`src/rtl/spi_pkg.sv`:
```
// +-----------------------------------------------------------------------------+
// | spi_pkg : shared state encoding and defaults for the SPI master controller  |
// | Rev 1.0                                                                      |
// +-----------------------------------------------------------------------------+
`default_nettype none

package spi_pkg;

  localparam int D_PACK_DEFAULT = 8;

  typedef enum logic [1:0] {
    ST_IDLE  = 2'd0,
    ST_SETUP = 2'd1,
    ST_XFER  = 2'd2,
    ST_HOLD  = 2'd3
  } state_t;

endpackage

`default_nettype wire

```
`src/rtl/spi_clk_gen.sv`:
```
// +-----------------------------------------------------------------------------+
// | spi_clk_gen : SCLK divider with phase tick and leading/trailing edge strobes |
// | Rev 1.0                                                                      |
// +-----------------------------------------------------------------------------+
`default_nettype none

module spi_clk_gen #(
  parameter int CLK_DIV = 4
) (
  input  logic CLK,
  input  logic RST_N,
  input  logic i_enable,
  input  logic i_toggle_en,
  input  logic i_cpol,
  output logic o_sclk,
  output logic o_tick,
  output logic o_lead_edge,
  output logic o_trail_edge
);

  localparam int               DIV_W      = $clog2(CLK_DIV) + 1;
  localparam logic [DIV_W-1:0] C_DIV_LAST = DIV_W'(CLK_DIV - 1);
  localparam logic [DIV_W-1:0] C_DIV_ONE  = DIV_W'(1);

  logic [DIV_W-1:0] r_div_cnt;
  logic             r_sclk;
  logic             w_tick;

  // The tick marks the end of every CLK_DIV-long phase; edges only fire in XFER.
  assign w_tick       = i_enable && (r_div_cnt == C_DIV_LAST);
  assign o_tick       = w_tick;
  assign o_lead_edge  = w_tick && i_toggle_en && (r_sclk == i_cpol);
  assign o_trail_edge = w_tick && i_toggle_en && (r_sclk != i_cpol);
  assign o_sclk       = r_sclk;

  always_ff @(posedge CLK or negedge RST_N) begin
    if (!RST_N) begin
      r_div_cnt <= '0;
      r_sclk    <= 1'b0;
    end else begin
      if (!i_enable || w_tick) begin
        r_div_cnt <= '0;
      end else begin
        r_div_cnt <= r_div_cnt + C_DIV_ONE;
      end

      if (!i_toggle_en) begin
        r_sclk <= i_cpol;
      end else if (w_tick) begin
        r_sclk <= ~r_sclk;
      end
    end
  end

endmodule

`default_nettype wire

```
`src/rtl/spi_master_ctrl.sv`:
```
// +-----------------------------------------------------------------------------+
// | spi_master_ctrl : framed SPI master, START/BUSY/DONE handshake, LSB-first   |
// | Rev 1.0                                                                      |
// +-----------------------------------------------------------------------------+
`default_nettype none

module spi_master_ctrl
  import spi_pkg::*;
#(
  parameter int D_PACK  = D_PACK_DEFAULT,
  parameter int CLK_DIV = 4
) (
  input  logic              CLK,
  input  logic              RST_N,
  input  logic              START,
  input  logic [D_PACK-1:0] DATA_TX,
  input  logic              CPOL,
  input  logic              CPHA,
  output logic              BUSY,
  output logic              DONE,
  output logic [D_PACK-1:0] DATA_RX,
  output logic              SCLK,
  output logic              MOSI,
  input  logic              MISO,
  output logic              SS_N
);

  localparam int                EDGE_W      = $clog2(2 * D_PACK) + 1;
  localparam logic [EDGE_W-1:0] C_EDGE_LAST = EDGE_W'(2 * D_PACK - 1);
  localparam logic [EDGE_W-1:0] C_EDGE_ONE  = EDGE_W'(1);

  state_t              r_state;
  logic [D_PACK-1:0]   r_tx;
  logic [D_PACK-1:0]   r_rx;
  logic [D_PACK-1:0]   r_data_rx;
  logic [EDGE_W-1:0]   r_edge_cnt;
  logic                r_cpol;
  logic                r_cpha;
  logic                r_busy;
  logic                r_done;
  logic                r_mosi;
  logic                r_ss_n;

  logic w_accept;
  logic w_cpol;
  logic w_div_en;
  logic w_xfer;
  logic w_tick;
  logic w_lead;
  logic w_trail;
  logic w_sclk;
  logic w_sample;
  logic w_advance;
  logic w_last_edge;

  // SCLK must take the new idle level in the same cycle the frame opens.
  assign w_accept    = (r_state == ST_IDLE) && START;
  assign w_cpol      = w_accept ? CPOL : r_cpol;
  assign w_div_en    = (r_state != ST_IDLE);
  assign w_xfer      = (r_state == ST_XFER);
  assign w_last_edge = w_trail && (r_edge_cnt == C_EDGE_LAST);
  assign w_sample    = r_cpha ? w_trail : w_lead;
  assign w_advance   = r_cpha ? w_lead : (w_trail && !w_last_edge);

  spi_clk_gen #(
    .CLK_DIV (CLK_DIV)
  ) u_clk_gen (
    .CLK          (CLK),
    .RST_N        (RST_N),
    .i_enable     (w_div_en),
    .i_toggle_en  (w_xfer),
    .i_cpol       (w_cpol),
    .o_sclk       (w_sclk),
    .o_tick       (w_tick),
    .o_lead_edge  (w_lead),
    .o_trail_edge (w_trail)
  );

  always_ff @(posedge CLK or negedge RST_N) begin
    if (!RST_N) begin
      r_state    <= ST_IDLE;
      r_tx       <= '0;
      r_rx       <= '0;
      r_data_rx  <= '0;
      r_edge_cnt <= '0;
      r_cpol     <= 1'b0;
      r_cpha     <= 1'b0;
      r_busy     <= 1'b0;
      r_done     <= 1'b0;
      r_mosi     <= 1'b0;
      r_ss_n     <= 1'b1;
    end else begin
      r_done <= 1'b0;
      case (r_state)
        ST_IDLE: begin
          if (START) begin
            // CPHA=0 has bit0 on the line already, so its shifter starts at bit1.
            r_tx       <= CPHA ? DATA_TX : {1'b0, DATA_TX[D_PACK-1:1]};
            r_mosi     <= DATA_TX[0];
            r_cpol     <= CPOL;
            r_cpha     <= CPHA;
            r_rx       <= '0;
            r_edge_cnt <= '0;
            r_busy     <= 1'b1;
            r_ss_n     <= 1'b0;
            r_state    <= ST_SETUP;
          end
        end
        ST_SETUP: begin
          if (w_tick) begin
            r_state <= ST_XFER;
          end
        end
        ST_XFER: begin
          if (w_lead || w_trail) begin
            r_edge_cnt <= r_edge_cnt + C_EDGE_ONE;
          end
          if (w_sample) begin
            r_rx <= {MISO, r_rx[D_PACK-1:1]};
          end
          if (w_advance) begin
            r_mosi <= r_tx[0];
            r_tx   <= {1'b0, r_tx[D_PACK-1:1]};
          end
          if (w_last_edge) begin
            r_edge_cnt <= '0;
            r_state    <= ST_HOLD;
          end
        end
        ST_HOLD: begin
          if (w_tick) begin
            r_busy    <= 1'b0;
            r_ss_n    <= 1'b1;
            r_done    <= 1'b1;
            r_data_rx <= r_rx;
            r_state   <= ST_IDLE;
          end
        end
        default: begin
          r_state <= ST_IDLE;
        end
      endcase
    end
  end

  assign BUSY    = r_busy;
  assign DONE    = r_done;
  assign DATA_RX = r_data_rx;
  assign SCLK    = w_sclk;
  assign MOSI    = r_mosi;
  assign SS_N    = r_ss_n;

endmodule

`default_nettype wire

```
`config.mk`:
```
export PLATFORM = sky130hd
export DESIGN_NAME = spi_master_ctrl
export DESIGN_NICKNAME = d
export VERILOG_FILES = /design/src/rtl/spi_pkg.sv /design/src/rtl/spi_clk_gen.sv /design/src/rtl/spi_master_ctrl.sv
export SDC_FILE = /design/constraint.sdc
export NUM_CORES = 1
export LEC_CHECK = 0
export CORE_MARGIN = 5
export CORE_UTILIZATION = 49
export CTS_CLUSTER_SIZE = 20
export DETAILED_ROUTE_END_ITERATION = 10
export PLACE_DENSITY = 0.75
export SETUP_SLACK_MARGIN = 0.3
export SLEW_MARGIN = 0
export SYNTH_ARGS = -nofsm -noshare
export SYNTH_HDL_FRONTEND = slang
export SYNTH_SLANG_ARGS = --single-unit
```
`constraint.sdc`:
```
create_clock -name CLK -period 1.96 [get_ports CLK]
set_input_delay 0.49 -clock CLK [delete_from_list [all_inputs] [get_ports CLK]]
set_output_delay 0.49 -clock CLK [all_outputs]
set_load 0.05 [all_outputs]
```
==> results.cfg <==
[grt]
grt_max_degree = 31
grt_usage_pct = 17.06
global_route.overflow_total = 0
number_of_global_route_vias_before_repair = 1599
initial_antenna_violation_count = 0
grt_first_pass_wirelength_um = 7272

[synthesis]
postSynth.topFlopCell = sky130_fd_sc_hd__dfrtp_1
mappedNetlistArea_mm2 = 0.002066
syn_avg_cell_area_um2 = 10.54
synth_edf_count = 0
synth_top_cell_area_share_pct = 48.46
syn_nets = 217
ys_types = 37
synth_largest_area_cell = sky130_fd_sc_hd__dfrtp_1
yosysWarningCount = 0
ys_seq_elements = 41
synthTopCellsByArea = sky130_fd_sc_hd__dfrtp_1, sky130_fd_sc_hd__mux2_2, sky130_fd_sc_hd__nand2_1
synth.top_cells.by_count = sky130_fd_sc_hd__dfrtp_1, sky130_fd_sc_hd__nand2_1, sky130_fd_sc_hd__mux2_2, sky130_fd_sc_hd__o21ai_0, sky130_fd_sc_hd__inv_1
synth_async_sr_flop_share_pct = 100.0
cells_after_synthesis = 196
yosys.cell_count.top_type = sky130_fd_sc_hd__dfrtp_1
synth.yosys.seq_area_share_pct = 49.73

[cts]
worstSkewPairLatency_ns = 0.30
clock_sinks = 41
max-clock-path-buffers = 2
buffer_cell_driving_the_clock_tree_root = sky130_fd_sc_hd__clkbuf_8
numCtsBuffers = 5
tritoncts = done
cts_htree_levels = 2
clkSlewWorstSetupHoldPaths_ns = 0.08

[floorplan]
core_area_mm2 = 0.004058
start_util_pct = 50.91
design.portCount = 27
die_w_um = 74.93
die_h_um = 74.93
die_area_mm2 = 0.005615
row_count = 23

[timing]
finalClockSkew_ns = 0.01052
drv_slew = 0
setup_viol_count_final = 12
max_freq_mhz = 469.1
final_hold_viol_count = 0
timing_worst_slew_pin_value_ns = 0.6640
tns_ns = -1.496
fin_crit_period_ns = 2.132
layout_worst_path_cycle_share_pct = 108.8
timing.slew.headroom_pct = 55.74
post-route-worst-setup-slack_ns = -0.1716
unrepaired_setup_endpoints_after_global_routing = yes

[power_and_ir_drop]
power.static_leakage_nw = 1.369
worst_ir_drop_vdd_mv = 1.305
power-per-cell-area_mw_per_mm2 = 1770
power.total_w = 0.005230

[layout]
finish.net_count = 274
antenna-diode-count = 0
areaGrowthSynthToFinish_pct = 43.00
post_route_cells_drive_above_1_share_pct = 40.94
final_core_utilization_pct = 72.80
stdcell_count = 304

[detailed_routing]
routed-via-count = 1661
wl_um = 4508
via_per_inst = 5.464
drt_first_iter_violations = 101
post-route-drc-count = 0
routed_wire_length_per_instance_um = 14.83
drt_first_pass_iters = 4
postRouteAntennaNets = 0

[worst_setup_path]
worstSetupStartpoint = r_state[0]$_DFFE_PN0P_
critical_path.cell_chain = inv_2 -> ha_4 -> a21bo_4 -> and3_4 -> buf_4 -> nor3_2 -> nor3b_4 -> buf_6 -> buf_12 -> mux2_4
cp-start-kind = flip-flop
required_ns = 2.15
crit_path_max_incr_delay_ns = 0.38
timing.setup.critical_path_class = reg -> reg
critical_path_arrival_ns = 2.32
critical_path_peak_fanout = 5
cp_slowest_cell = sky130_fd_sc_hd__dfrtp_1
ff_to_ff_start = r_state[0]$_DFFE_PN0P_
end_kind = flip-flop

[worst_hold_path]
min-delay-path-class = in -> async

[place]
dp_cells = 288
dpl.hpwl_um = 3004
gp_congestion = 0.7952
port_buffers = 26

[job]
max_cap_violations = 0

[outcome]
outcome = finished with violations
violations = setup timing
[where the power goes]
part | switching, W | internal [W] | leakage [nW]
combinational | 0.00149 | 0.00154 | 0.769
clock | 0.000313 | 0.000513 | 0.0687
sequential | 0.000210 | 0.00116 | 0.531
total | 0.00201 | 0.00322 | 1.37
[stage by stage]
| stage | setup WS [ns] | hold slack, ns | area, um^2 |
|---|---|---|---|
| after global placement | -0.4375 | 0.4310 | 2546 |
| after floorplan | -0.1027 | 0.1944 | 2131 |
| after detailed placement | -0.4644 | 0.4365 | 2546 |
| after CTS | -0.1107 | 0.2338 | 2814 |
| final | -0.1716 | 0.2130 | 2954 |
| after global routing | -0.2877 | 0.2702 | 2954 |
[per-layer routing]
metal	vias to the layer above	part of all wire, %	track usage [%]
met4	0	2.0	6.917
met1	803	44	21.82
li1	805	-	-
met3	9	5.0	4.139
met5	-	0	0
met2	44	49	27.76
[kinds of logic after synthesis]
family	Yosys count	share of synthesized area, %
adders and majority gates	7	4.240
buffers and inverters	23	4.603
DFF	41	49.73
xor gates and xnor gates	2	1.514
muxes	24	12.78
AOI/OAI and AO/OA	40	12.96
and+or+nand+nor	59	14.17
[area by class of cell]
| cell class | count | area (um^2) |
|---|---|---|
| repair buffers | 58 | 514.2 |
| multi-input cells | 132 | 1156 |
| flip-flops and latches | 41 | 1027 |
| clock inverters | 3 | 68.82 |
| well taps | 50 | 62.56 |
| inverters | 15 | 56.30 |
| fillers | 260 | 1104 |
| clock buffers | 5 | 68.82 |
[state kept, by name (all words and copies together), names as in the netlist]
| name | count |
|---|---|
| BUSY | 1 |
| DATA_RX | 8 |
| DONE | 1 |
| MOSI | 1 |
| SS_N | 1 |
| r_cpha | 1 |
| r_cpol | 1 |
| r_edge_cnt | 5 |
| r_rx | 8 |
| r_state | 2 |
| r_tx | 8 |
| u_clk_gen.o_sclk | 1 |
| u_clk_gen.r_div_cnt | 3 |
[worst max-delay path: cells and delay by family, from the launching register on]
kind	cells	cell delay, ns
compound gates	1	0.23
mux	1	0.29
fa+ha+maj	1	0.18
buf+inv	4	0.46
simple gates	3	0.48
flops	1	0.38
[layout by cell type, fill, tap and decap left out, types with 2 or more instances in the layout]
cell,netlist,final
sky130_fd_sc_hd__dfrtp_1,40,40
sky130_fd_sc_hd__buf_4,0,37
sky130_fd_sc_hd__nand2_1,32,31
sky130_fd_sc_hd__o21ai_0,16,14
sky130_fd_sc_hd__inv_1,15,13
sky130_fd_sc_hd__mux2_4,0,12
sky130_fd_sc_hd__clkdlybuf4s50_1,0,11
sky130_fd_sc_hd__o221ai_2,0,8
sky130_fd_sc_hd__mux2i_1,7,7
sky130_fd_sc_hd__clkbuf_8,0,5
sky130_fd_sc_hd__buf_6,1,5
sky130_fd_sc_hd__mux2_2,16,4
sky130_fd_sc_hd__a21oi_2,0,4
sky130_fd_sc_hd__nor3_1,4,3
sky130_fd_sc_hd__a21oi_1,7,3
sky130_fd_sc_hd__nor2_1,4,3
sky130_fd_sc_hd__nand4_1,3,3
sky130_fd_sc_hd__ha_1,7,3
sky130_fd_sc_hd__ha_2,0,3
sky130_fd_sc_hd__inv_2,0,2
sky130_fd_sc_hd__nor2_2,1,2
sky130_fd_sc_hd__nand2b_4,0,2
sky130_fd_sc_hd__nand4b_1,2,2
sky130_fd_sc_hd__nand3_1,4,2
sky130_fd_sc_hd__o22ai_1,2,2
sky130_fd_sc_hd__o21ai_1,0,2
sky130_fd_sc_hd__bufinv_16,0,2
sky130_fd_sc_hd__dlygate4sd2_1,0,2
[final timing paths]
check / end / slack [ns] / cells after the start
worst max-delay path: r_tx[2]$_DFFE_PN0P_ / -0.17 / 10
worst min-delay path: DATA_RX[1]$_DFFE_PN0P_ / 0.21 / 1
worst max register to register: r_tx[2]$_DFFE_PN0P_ / -0.17 / 10
worst min register to register: u_clk_gen.r_div_cnt[0]$_DFF_PN0_ / 0.44 / 1
max in group asynchronous: r_rx[2]$_DFFE_PN0P_ / 1.19 / 2
min in group CLK: u_clk_gen.r_div_cnt[0]$_DFF_PN0_ / 0.44 / 1
[what timing repair did]
action                                  in CTS  in global routing
setup buffers                                4                  3
endpoints found under the setup margin      29                 28
gates resized for setup                     23                 25
hold buffers                                 0                  0
gates cloned                                 1                  0
pin swaps                                    5                 11
Note: power is estimated with default switching activity, not from simulation.
